**src/rtl/ifu_fetch_if.sv**
```systemverilog
// Fetch-stage signal bundle: imem request/response, decode handoff, redirect and status.
// master = the fetch unit, slave = memory/decode/execute side.
interface ifu_fetch_if #(
    parameter int ADDR_W = 32,
    parameter int INST_W = 32
);
    logic              imem_req_valid;
    logic              imem_req_ready;
    logic [ADDR_W-1:0] imem_req_addr;
    logic              imem_rsp_valid;
    logic [INST_W-1:0] imem_rsp_data;
    logic              inst_valid;
    logic              inst_ready;
    logic [INST_W-1:0] inst_out;
    logic [ADDR_W-1:0] inst_pc;
    logic              redirect_valid;
    logic [ADDR_W-1:0] redirect_pc;
    logic              busy;
    logic              misalign_err;

    modport master (
        output imem_req_valid, imem_req_addr, inst_valid, inst_out, inst_pc, busy, misalign_err,
        input  imem_req_ready, imem_rsp_valid, imem_rsp_data, inst_ready, redirect_valid, redirect_pc
    );

    modport slave (
        input  imem_req_valid, imem_req_addr, inst_valid, inst_out, inst_pc, busy, misalign_err,
        output imem_req_ready, imem_rsp_valid, imem_rsp_data, inst_ready, redirect_valid, redirect_pc
    );
endinterface

```
**src/rtl/ifu_fetch.sv**
```systemverilog
// NPC instruction fetch stage: one outstanding imem read, held word handed to decode, redirects from execute.
// Optional IFU_ALIGN_CHECK_EN: misaligned redirects set misalign_err and park the unit in HALT until reset.
module ifu_fetch #(
    parameter int                ADDR_W   = 32,
    parameter int                INST_W   = 32,
    parameter logic [ADDR_W-1:0] RESET_PC = 32'h8000_0000
) (
    input logic         clk,
    input logic         reset_n,
    ifu_fetch_if.master bus
);

`ifdef IFU_ALIGN_CHECK_EN
    typedef enum logic [2:0] {S_IDLE, S_REQ, S_WAIT, S_HOLD, S_HALT} state_t;
`else
    typedef enum logic [1:0] {S_IDLE, S_REQ, S_WAIT, S_HOLD} state_t;
`endif

    state_t            state;
    logic [ADDR_W-1:0] pc;
    logic              kill;
    logic              req_valid_q;
    logic              inst_valid_q;
    logic [INST_W-1:0] inst_out_q;
    logic [ADDR_W-1:0] inst_pc_q;
    logic              busy_q;
    logic [ADDR_W-1:0] redir_pc;

`ifdef IFU_ALIGN_CHECK_EN
    logic misaligned;
    logic misalign_q;

    assign redir_pc          = bus.redirect_pc;
    assign misaligned        = |bus.redirect_pc[1:0];
    assign bus.misalign_err  = misalign_q;
`else
    logic unused_redirect_lsbs;

    // Without the checker the low bits are simply dropped, so every target is word aligned.
    assign redir_pc             = {bus.redirect_pc[ADDR_W-1:2], 2'b00};
    assign unused_redirect_lsbs = ^bus.redirect_pc[1:0];
    assign bus.misalign_err     = 1'b0;
`endif

    assign bus.imem_req_valid = req_valid_q;
    assign bus.imem_req_addr  = pc;
    assign bus.inst_valid     = inst_valid_q;
    assign bus.inst_out       = inst_out_q;
    assign bus.inst_pc        = inst_pc_q;
    assign bus.busy           = busy_q;

    // NOTE: every register here uses <= so each branch reads the pre-edge pc/kill, never a value updated earlier in the same edge.
    always_ff @(posedge clk or negedge reset_n) begin
        if (!reset_n) begin
            state        <= S_IDLE;
            pc           <= RESET_PC;
            kill         <= 1'b0;
            req_valid_q  <= 1'b0;
            inst_valid_q <= 1'b0;
            // NOTE: the held word and its PC are reset too, so decode never sees stale data after reset.
            inst_out_q   <= '0;
            inst_pc_q    <= '0;
            busy_q       <= 1'b0;
`ifdef IFU_ALIGN_CHECK_EN
            misalign_q   <= 1'b0;
`endif
        end else begin
            case (state)
                S_IDLE: begin
                    if (bus.redirect_valid) pc <= redir_pc;
                    state       <= S_REQ;
                    req_valid_q <= 1'b1;
                    busy_q      <= 1'b1;
                end

                S_REQ: begin
                    if (bus.redirect_valid) pc <= redir_pc;
                    if (bus.imem_req_ready) begin
                        // A request accepted alongside a redirect is already stale.
                        state       <= S_WAIT;
                        req_valid_q <= 1'b0;
                        kill        <= bus.redirect_valid;
                    end
                end

                S_WAIT: begin
                    if (bus.redirect_valid) pc <= redir_pc;
                    if (bus.imem_rsp_valid) begin
                        if (kill || bus.redirect_valid) begin
                            kill        <= 1'b0;
                            state       <= S_REQ;
                            req_valid_q <= 1'b1;
                        end else begin
                            inst_out_q   <= bus.imem_rsp_data;
                            inst_pc_q    <= pc;
                            inst_valid_q <= 1'b1;
                            state        <= S_HOLD;
                        end
                    end else if (bus.redirect_valid) begin
                        kill <= 1'b1;
                    end
                end

                S_HOLD: begin
                    if (bus.redirect_valid || bus.inst_ready) begin
                        // Redirect wins over the sequential step even when decode takes the word.
                        pc           <= bus.redirect_valid ? redir_pc : pc + ADDR_W'(4);
                        inst_valid_q <= 1'b0;
                        req_valid_q  <= 1'b1;
                        state        <= S_REQ;
                    end
                end

`ifdef IFU_ALIGN_CHECK_EN
                S_HALT: begin
                    state <= S_HALT;
                end
`endif

                default: begin
                    state <= S_IDLE;
                end
            endcase

`ifdef IFU_ALIGN_CHECK_EN
            // Overrides whatever the state decode chose this edge; any in-flight response is ignored from HALT.
            if (bus.redirect_valid && misaligned && state != S_HALT) begin
                state        <= S_HALT;
                misalign_q   <= 1'b1;
                req_valid_q  <= 1'b0;
                inst_valid_q <= 1'b0;
                kill         <= 1'b0;
                busy_q       <= 1'b1;
            end
`endif
        end
    end

endmodule
```
**src/flat_wrapper.sv**
```systemverilog
// flat-port wrapper written by rule: the top's interface ports become plain ports
module ifu_fetch_flat 
#(
    parameter int                ADDR_W   = 32,
    parameter int                INST_W   = 32,
    parameter logic [ADDR_W-1:0] RESET_PC = 32'h8000_0000
)
  (clk, reset_n, bus_imem_req_valid, bus_imem_req_addr, bus_inst_valid, bus_inst_out, bus_inst_pc, bus_busy, bus_misalign_err, bus_imem_req_ready, bus_imem_rsp_valid, bus_imem_rsp_data, bus_inst_ready, bus_redirect_valid, bus_redirect_pc);
  ifu_fetch_if #(.ADDR_W(ADDR_W), .INST_W(INST_W)) bus_i ();
  input logic clk;
  input logic reset_n;
  output wire logic [$bits(bus_i.imem_req_valid)-1:0] bus_imem_req_valid;
  output wire logic [$bits(bus_i.imem_req_addr)-1:0] bus_imem_req_addr;
  output wire logic [$bits(bus_i.inst_valid)-1:0] bus_inst_valid;
  output wire logic [$bits(bus_i.inst_out)-1:0] bus_inst_out;
  output wire logic [$bits(bus_i.inst_pc)-1:0] bus_inst_pc;
  output wire logic [$bits(bus_i.busy)-1:0] bus_busy;
  output wire logic [$bits(bus_i.misalign_err)-1:0] bus_misalign_err;
  input wire logic [$bits(bus_i.imem_req_ready)-1:0] bus_imem_req_ready;
  input wire logic [$bits(bus_i.imem_rsp_valid)-1:0] bus_imem_rsp_valid;
  input wire logic [$bits(bus_i.imem_rsp_data)-1:0] bus_imem_rsp_data;
  input wire logic [$bits(bus_i.inst_ready)-1:0] bus_inst_ready;
  input wire logic [$bits(bus_i.redirect_valid)-1:0] bus_redirect_valid;
  input wire logic [$bits(bus_i.redirect_pc)-1:0] bus_redirect_pc;
  assign bus_imem_req_valid = bus_i.imem_req_valid;
  assign bus_imem_req_addr = bus_i.imem_req_addr;
  assign bus_inst_valid = bus_i.inst_valid;
  assign bus_inst_out = bus_i.inst_out;
  assign bus_inst_pc = bus_i.inst_pc;
  assign bus_busy = bus_i.busy;
  assign bus_misalign_err = bus_i.misalign_err;
  assign bus_i.imem_req_ready = bus_imem_req_ready;
  assign bus_i.imem_rsp_valid = bus_imem_rsp_valid;
  assign bus_i.imem_rsp_data = bus_imem_rsp_data;
  assign bus_i.inst_ready = bus_inst_ready;
  assign bus_i.redirect_valid = bus_redirect_valid;
  assign bus_i.redirect_pc = bus_redirect_pc;
  ifu_fetch #(.ADDR_W(ADDR_W), .INST_W(INST_W), .RESET_PC(RESET_PC)) u_core (.clk(clk), .reset_n(reset_n), .bus(bus_i));
endmodule
```
**config.mk**
```make
export PLATFORM = sky130hd
export DESIGN_NAME = ifu_fetch_flat
export DESIGN_NICKNAME = d
export VERILOG_FILES = /design/src/rtl/ifu_fetch_if.sv /design/src/rtl/ifu_fetch.sv /design/src/flat_wrapper.sv
export SDC_FILE = /design/constraint.sdc
export NUM_CORES = 1
export LEC_CHECK = 0
export ABC_AREA = 1
export CAP_MARGIN = 20
export CORE_ASPECT_RATIO = 1.75
export CORE_MARGIN = 2
export CORE_UTILIZATION = 35
export CTS_CLUSTER_SIZE = 20
export DETAILED_ROUTE_END_ITERATION = 6
export GPL_TIMING_DRIVEN = 0
export MAX_ROUTING_LAYER = met4
export PLACE_DENSITY = 0.66
export SETUP_SLACK_MARGIN = 0.2
export SLEW_MARGIN = 30
export SYNTH_ARGS = -nofsm -noshare
export SYNTH_HDL_FRONTEND = slang
export SYNTH_SLANG_ARGS = --single-unit
export TNS_END_PERCENT = 20
```
**constraint.sdc**
```tcl
create_clock -name clk -period 1.6 [get_ports clk]
set_input_delay 0.32 -clock clk [delete_from_list [all_inputs] [get_ports clk]]
set_output_delay 0.32 -clock clk [all_outputs]
set_load 0.01 [all_outputs]
```
== Yosys cells after proc, flatten, opt, wreduce, memory -nomap -nowiden ==
Index checks and enable logic that the tools add are counted.

* $add $sub $neg: 1
* Equal/unequal tests: 11
* Muxes and demuxes: 23
* Bitwise gates (word level): 1
* Reduce and logical (&&, ||, !) cells: 12

{| class="wikitable"
|+ Operator list
! operator !! number
|-
| 32-bit two-way mux || 3
|-
| 32-bit case mux with 2 select lines || 1
|-
| 32-bit by 3-bit adder with 32-bit output, second input constant || 1
|-
| 4-bit AND reduction || 3
|-
| 1-bit two-way mux || 11
|-
| 2-bit two-way mux || 4
|-
| 2-bit case mux with 4 select lines || 1
|-
| 2-bit by 1-bit != test with 1-bit output, second input constant || 3
|-
| 2-bit != test, second input constant || 3
|-
| 3-bit AND reduction || 2
|-
| 2-bit equality test, second input constant || 2
|-
| 1-bit case mux with 2 select lines || 2
|-
| 1-bit case mux with 4 select lines || 1
|-
| 2-bit nonzero test || 2
|-
| 3-bit by 2-bit != test with 1-bit output, second input constant || 1
|-
| 3-bit != test, second input constant || 1
|-
| 3-bit OR reduction || 1
|-
| 2-bit by 1-bit equality test with 1-bit output, second input constant || 1
|-
| 2-bit zero test || 1
|-
| 1-bit logical OR || 2
|-
| 2-bit AND reduction || 1
|-
| 1-bit inverter || 1
|}

* Flip-flop bits (word level): 102
* Input bits: 70
* Logic and storage cells: 56

== Longest topological paths before layout ==
* Depth in word-level cells: 4
* Mapped depth: 10
* Gate-level depth less buffers: 10

== Least setup slack after synthesis ==
No wires, ideal clock.

* Path kind: register to register
* From: register u_core.state[0]
* To: register u_core.inst_out_q[0] (netlist: u_core.bus.inst_out[0])
* Library setup time: 125 ps
* Arrival: 1443 ps
* Data required time: 1475 ps
* Slack: 32 ps
* Stages on the path, launching flop included: 8
* Period minus slack after synthesis: 1568 ps
* Cells stage by stage: dfrtp_1 > inv_1 > ha_1 > nand2_1 > inv_1 > nand2_2 > buf_2 > mux2_2

* Word-level cells in the longest chain between the ends: 2

{| class="wikitable"
|+ RTL lines
! what !! RTL line !! source
|-
| start: declaration || ifu_fetch.sv:19 || <nowiki>state_t state;</nowiki>
|-
| start signal: assignment || ifu_fetch.sv:55 || <nowiki>state <= S_IDLE;</nowiki>
|-
| start signal: assignment || ifu_fetch.sv:71 || <nowiki>state <= S_REQ;</nowiki>
|-
| start signal: assignment || ifu_fetch.sv:80 || <nowiki>state <= S_WAIT;</nowiki>
|-
| 2-bit equality test || ifu_fetch.sv:68 || <nowiki>case (state)</nowiki>
|-
| 3-bit AND reduction (no line) || n/a ||
|-
| end signal: assignment || ifu_fetch.sv:94 || <nowiki>inst_out_q <= bus.imem_rsp_data;</nowiki>
|-
| end: declaration || ifu_fetch.sv:24 || <nowiki>logic [INST_W-1:0] inst_out_q;</nowiki>
|}

Every way passes these cells.
A chain may end at the register's enable or synchronous reset.

== Worst setup path after layout ==
* From: register u_core.state[1]
* To: register u_core.pc[3] (netlist: u_core.bus.imem_req_addr[3])

* Word-level cells in the longest chain between the ends: 4
* Elaborated cells on any way between the ends: 9
* Those cells by class: eq/ne (5); mux (1); reduce/logical (3)

{| class="wikitable"
|+ RTL lines
! what !! RTL line !! source
|-
| 2-bit by 1-bit equality test with 1-bit output, or another cell as far along || ifu_fetch.sv:68 ||
|-
| 3-bit OR reduction (no line) || n/a ||
|-
| 2-bit by 1-bit != test with 1-bit output (no line) || n/a ||
|-
| 2-bit AND reduction (no line) || n/a ||
|-
| end signal: assignment || ifu_fetch.sv:70 || <nowiki>if (bus.redirect_valid) pc <= redir_pc;</nowiki>
|-
| end signal: assignment || ifu_fetch.sv:77 || <nowiki>if (bus.redirect_valid) pc <= redir_pc;</nowiki>
|-
| end signal: assignment || ifu_fetch.sv:87 || <nowiki>if (bus.redirect_valid) pc <= redir_pc;</nowiki>
|-
| end: declaration || ifu_fetch.sv:20 || <nowiki>logic [ADDR_W-1:0] pc;</nowiki>
|}

Several ways; a longest one is shown, not always the timed one.

==> results by group <==
Outcome
  • Status: completed

Critical path
  • Worst setup path end: u_core.bus.imem_req_addr[3]$_DFFE_PN0P_
  • Critical path launch point type: flip-flop
  • Critical R2R Capture: u_core.bus.imem_req_addr[3]$_DFFE_PN0P_
  • Cells traversed along the worst timing path: ha_4 -> inv_2 -> nor2_4 -> buf_12 -> buf_12 -> buf_16 -> nand2_4 -> a31oi_1
  • Worst R2R Path Depth: 8
  • Max Fanout on Critical Path: 8
  • Required time of the worst setup path: 1.86 ns
  • Arrival time worst endpoint: 1.85 ns
  • CP startpoint: u_core.state[1]$_DFFE_PN0P_
  • Worst Setup Path Type: reg -> reg
  • Cell seen most often among critical-path stages: buf_12
  • Max stage delay cell, worst path: dfrtp_2
  • Critical Path Sink Type: flip-flop
  • Worst R2R Setup Slack: 0.007 ns
  • Crit path largest cell delay: 0.44 ns
  • Startpoint of the lowest-slack register-to-register path: u_core.state[1]$_DFFE_PN0P_

Die
  • Standard-cell row count: 57
  • Die width: 94.45 um
  • Total I/O pin count: 170
  • Total die area: 0.01533 sq mm
  • Area of the core: 0.01391 sq mm
  • Die Span Y: 162.3 um
  • Initial Util: 36.03%

Timing
  • Crit path time final: 1.593 ns
  • Total of endpoints with negative setup slack in the final report: 0
  • Max Clock Skew: 0.01187 ns
  • F_max: 0.6278 GHz
  • Worst hold margin: 0.4725 ns
  • Total negative setup slack: 0 ns
  • Post-route fraction of the period consumed by the critical path: 99.56%
  • Worst Setup Slack, final: 0.007109 ns
  • RSZ-0062 raised after global routing: true
  • Max-slew violation count: 0
  • Total count of hold-check failures in the final report: 0

Yosys
  • Warning count from the yosys run: 0
  • FFs w/ async S/R, synth: 100.0%
  • Fraction of the mapped netlist area in compound gates: 7.865%
  • Average cell area after synthesis: 8.175 sq um
  • Cell with the most instances after synthesis: nand2_1
  • Synth Cell Area: 0.005011 sq mm
  • Synthesis-stage register bit count: 98
  • Most used flip-flop cell after synthesis: dfrtp_1
  • Mux cell area share after synthesis: 7.865%
  • Area share of xor/xnor cells in the synthesized design: 0.5243%
  • Main combinational cell family by area after synthesis: simple AND/OR/NAND/NOR gates
  • Cell count after synthesis: 613
  • Seq/Total Area, Yosys: 48.96%
  • Area share of the leading cell type in the synthesized netlist: 48.44%
  • Synth unique cells: 33
  • Cell types occupying the most area after synthesis: dfrtp_1 (48%), nand2_1 (14%), mux2_2 (7.9%)
  • Most area-hungry cell type in the Yosys netlist: dfrtp_1
  • Simple logic cell fraction of the synthesized area: 26.27%
  • Number of flops mapped to enable cells by yosys: 0
  • Top cells by instance count after synthesis: nand2_1 (184), dfrtp_1 (97), nor2_1 (78)
  • Arithmetic-cell share of the synthesized area counting full adders, half adders and majority gates: 1.498%

Global routing
  • First-pass GRT wire length: 28460 um
  • Vias in the first global route: 5368
  • Total global routing overflow: 0
  • Pin count of the biggest net entering global routing: 51
  • Initial antenna violation count: 0
  • All-layer global routing usage: 25.17%

Worst hold path
  • Worst hold-check path type: reg -> reg

Routing
  • Count of TritonRoute iterations in the first routing pass: 5
  • Initial detailed-routing violation count: 284
  • DRC violation count after routing: 0
  • Antenna-violating nets left: 0
  • DR vias/cell: 5.043
  • Total Wirelength: 19040 um
  • Routed length per placed instance: 18.30 um
  • Total number of vias: 5245

CTS
  • Clk slew on worst S/H paths: 0.08 ns
  • Cts bufs inserted: 9
  • H-tree level count: 3
  • Largest buffer count on any clock path: 2
  • Sinks on Clock Net: 98
  • Master cell of the clock root buffer: clkbuf_16
  • Worst-Skew Late Latency: 0.35 ns
  • TritonCTS clock tree: built

Power
  • Worst ir drop on vdd: 0.7794 mV
  • Total power per unit cell area: 1514 mW/mm^2
  • Leakage: 4.367 nW
  • Total power consumption of the routed design: 13.42 mW

Cells and area
  • Final core utilization: 63.74%
  • Layout fillers: 1174
  • Ratio of cells with drive above 1 in the final layout: 38.70%
  • N_diodes: 0
  • Layout overhead on the synthesized area: 76.90%
  • Number of nets in the layout: 934

Place
  • Worst slack after detailed placement: -0.4223 ns
  • Routability cong.: 0.9152
  • DP HPWL: 12910 um
  • Port bufs: 162

Flow run
  • Number of max-capacitance violations reported: 0
## how the worst min path moves through the flow
| stage | depth (start not counted) | to | slack [ns] | startpoint |
|---|---|---|---|---|
| after floorplan | 0 | u_core.bus.busy$_DFFE_PN0N_ | 0.02 | reset_n |
| after global placement | 1 | u_core.bus.busy$_DFFE_PN0N_ | 0.46 | u_core.bus.busy$_DFFE_PN0N_ |
| after detailed placement | 1 | u_core.bus.inst_out[2]$_DFFE_PN0P_ | 0.31 | reset_n |
| after CTS | 1 | u_core.bus.busy$_DFFE_PN0N_ | 0.48 | u_core.bus.busy$_DFFE_PN0N_ |
| after global routing | 1 | u_core.bus.inst_out[27]$_DFFE_PN0P_ | 0.51 | u_core.bus.inst_out[27]$_DFFE_PN0P_ |
| final | 1 | u_core.bus.busy$_DFFE_PN0N_ | 0.47 | u_core.bus.busy$_DFFE_PN0N_ |
## registers in the layout (all words and copies together) (netlist names)
register,cells
u_core.bus.inst_out,32
u_core.bus.imem_req_addr,30
u_core.bus.inst_pc,30
u_core.state,2
u_core.bus.busy,1
u_core.bus.imem_req_valid,1
u_core.bus.inst_valid,1
u_core.kill,1
## logic make-up (layout without fill, tap and decap cells)
family / after synthesis / count (layout)
compound gates: 74 / 74
other cells: 1 / 5
fa+ha+maj: 6 / 6
buf+inv: 77 / 322
mux: 35 / 35
xor+xnor: 3 / 3
simple gates: 319 / 320
flops: 98 / 98
## where the power goes
group | switching, mW | internal, mW | total, mW
clock network | 0.996 | 1.43 | 2.42
registers | 0.852 | 3.53 | 4.38
logic | 3.32 | 3.30 | 6.62
## timing repair
action | 4_1_cts | 5_1_grt
gates resized for setup | 239 | 213
setup buffers | 42 | 14
pin swaps | 37 | 41
hold buffers | 1 | 0
setup endpoints to repair | 192 | 138
endpoints found under the hold margin | 47 | 0
gates cloned | 10 | 0
## placed cells by master (no fill, tap or decap), types with 5 or more instances in the layout
cell type | Yosys | final
nand2_2 | 3 | 28
mux2_2 | 35 | 28
clkdlybuf4s50_1 | 0 | 65
a21oi_1 | 10 | 6
dlygate4sd2_1 | 0 | 52
dlymetal6s2s_1 | 0 | 23
nor2_2 | 9 | 25
buf_8 | 0 | 8
clkdlybuf4s15_1 | 0 | 10
nor2_1 | 78 | 43
nand2_4 | 1 | 19
o21ai_0 | 45 | 8
dfrtp_1 | 97 | 76
o21ai_1 | 8 | 22
buf_6 | 2 | 17
nor2_4 | 3 | 22
inv_2 | 2 | 7
clkbuf_2 | 0 | 8
clkbuf_16 | 0 | 13
nand2_1 | 184 | 140
mux2_4 | 0 | 7
nand3_1 | 34 | 20
buf_12 | 0 | 10
nand3_4 | 0 | 5
conb_1 | 1 | 5
buf_4 | 8 | 50
o21ai_2 | 0 | 23
buf_16 | 0 | 5
inv_1 | 49 | 41
nand3_2 | 0 | 9
dfrtp_2 | 0 | 21
## layer usage
metal | global-route usage, % | share of wire [%]
met5 | - | 0
met4 | 8.696 | 3.4
met3 | 3.108 | 5.0
met2 | 47.76 | 56
met1 | 26.07 | 35
## worst max-delay path: cells and delay by family, from the launching register on
kind / cells / cell delay [ns]
AND/OR/NAND/NOR: 2 / 0.22
buffers and inverters: 4 / 0.45
AO/OA/AOI/OAI: 1 / 0.20
flip-flops: 1 / 0.44
adder cells (fa/ha/maj): 1 / 0.18
## area by class of cell
type | count | area [sq um] | area share (%)
multi-input cells | 443 | 2939 | 33.15
clock inverters | 5 | 85.08 | 0.9598
clock buffers | 11 | 242.7 | 2.738
well taps | 177 | 221.5 | 2.498
repair buffers | 229 | 2291 | 25.84
inverters | 51 | 209.0 | 2.357
plain buffers | 26 | 396.6 | 4.474
flip-flops and latches | 98 | 2480 | 27.97
## stage by stage
stage	cells	cell area, sq um
finish	1040	8865
global route	1040	8865
CTS	1026	8274
global placement	956	6908
floorplan	617	5065
detailed placement	957	6937
Power figures use the tool's default switching activity.
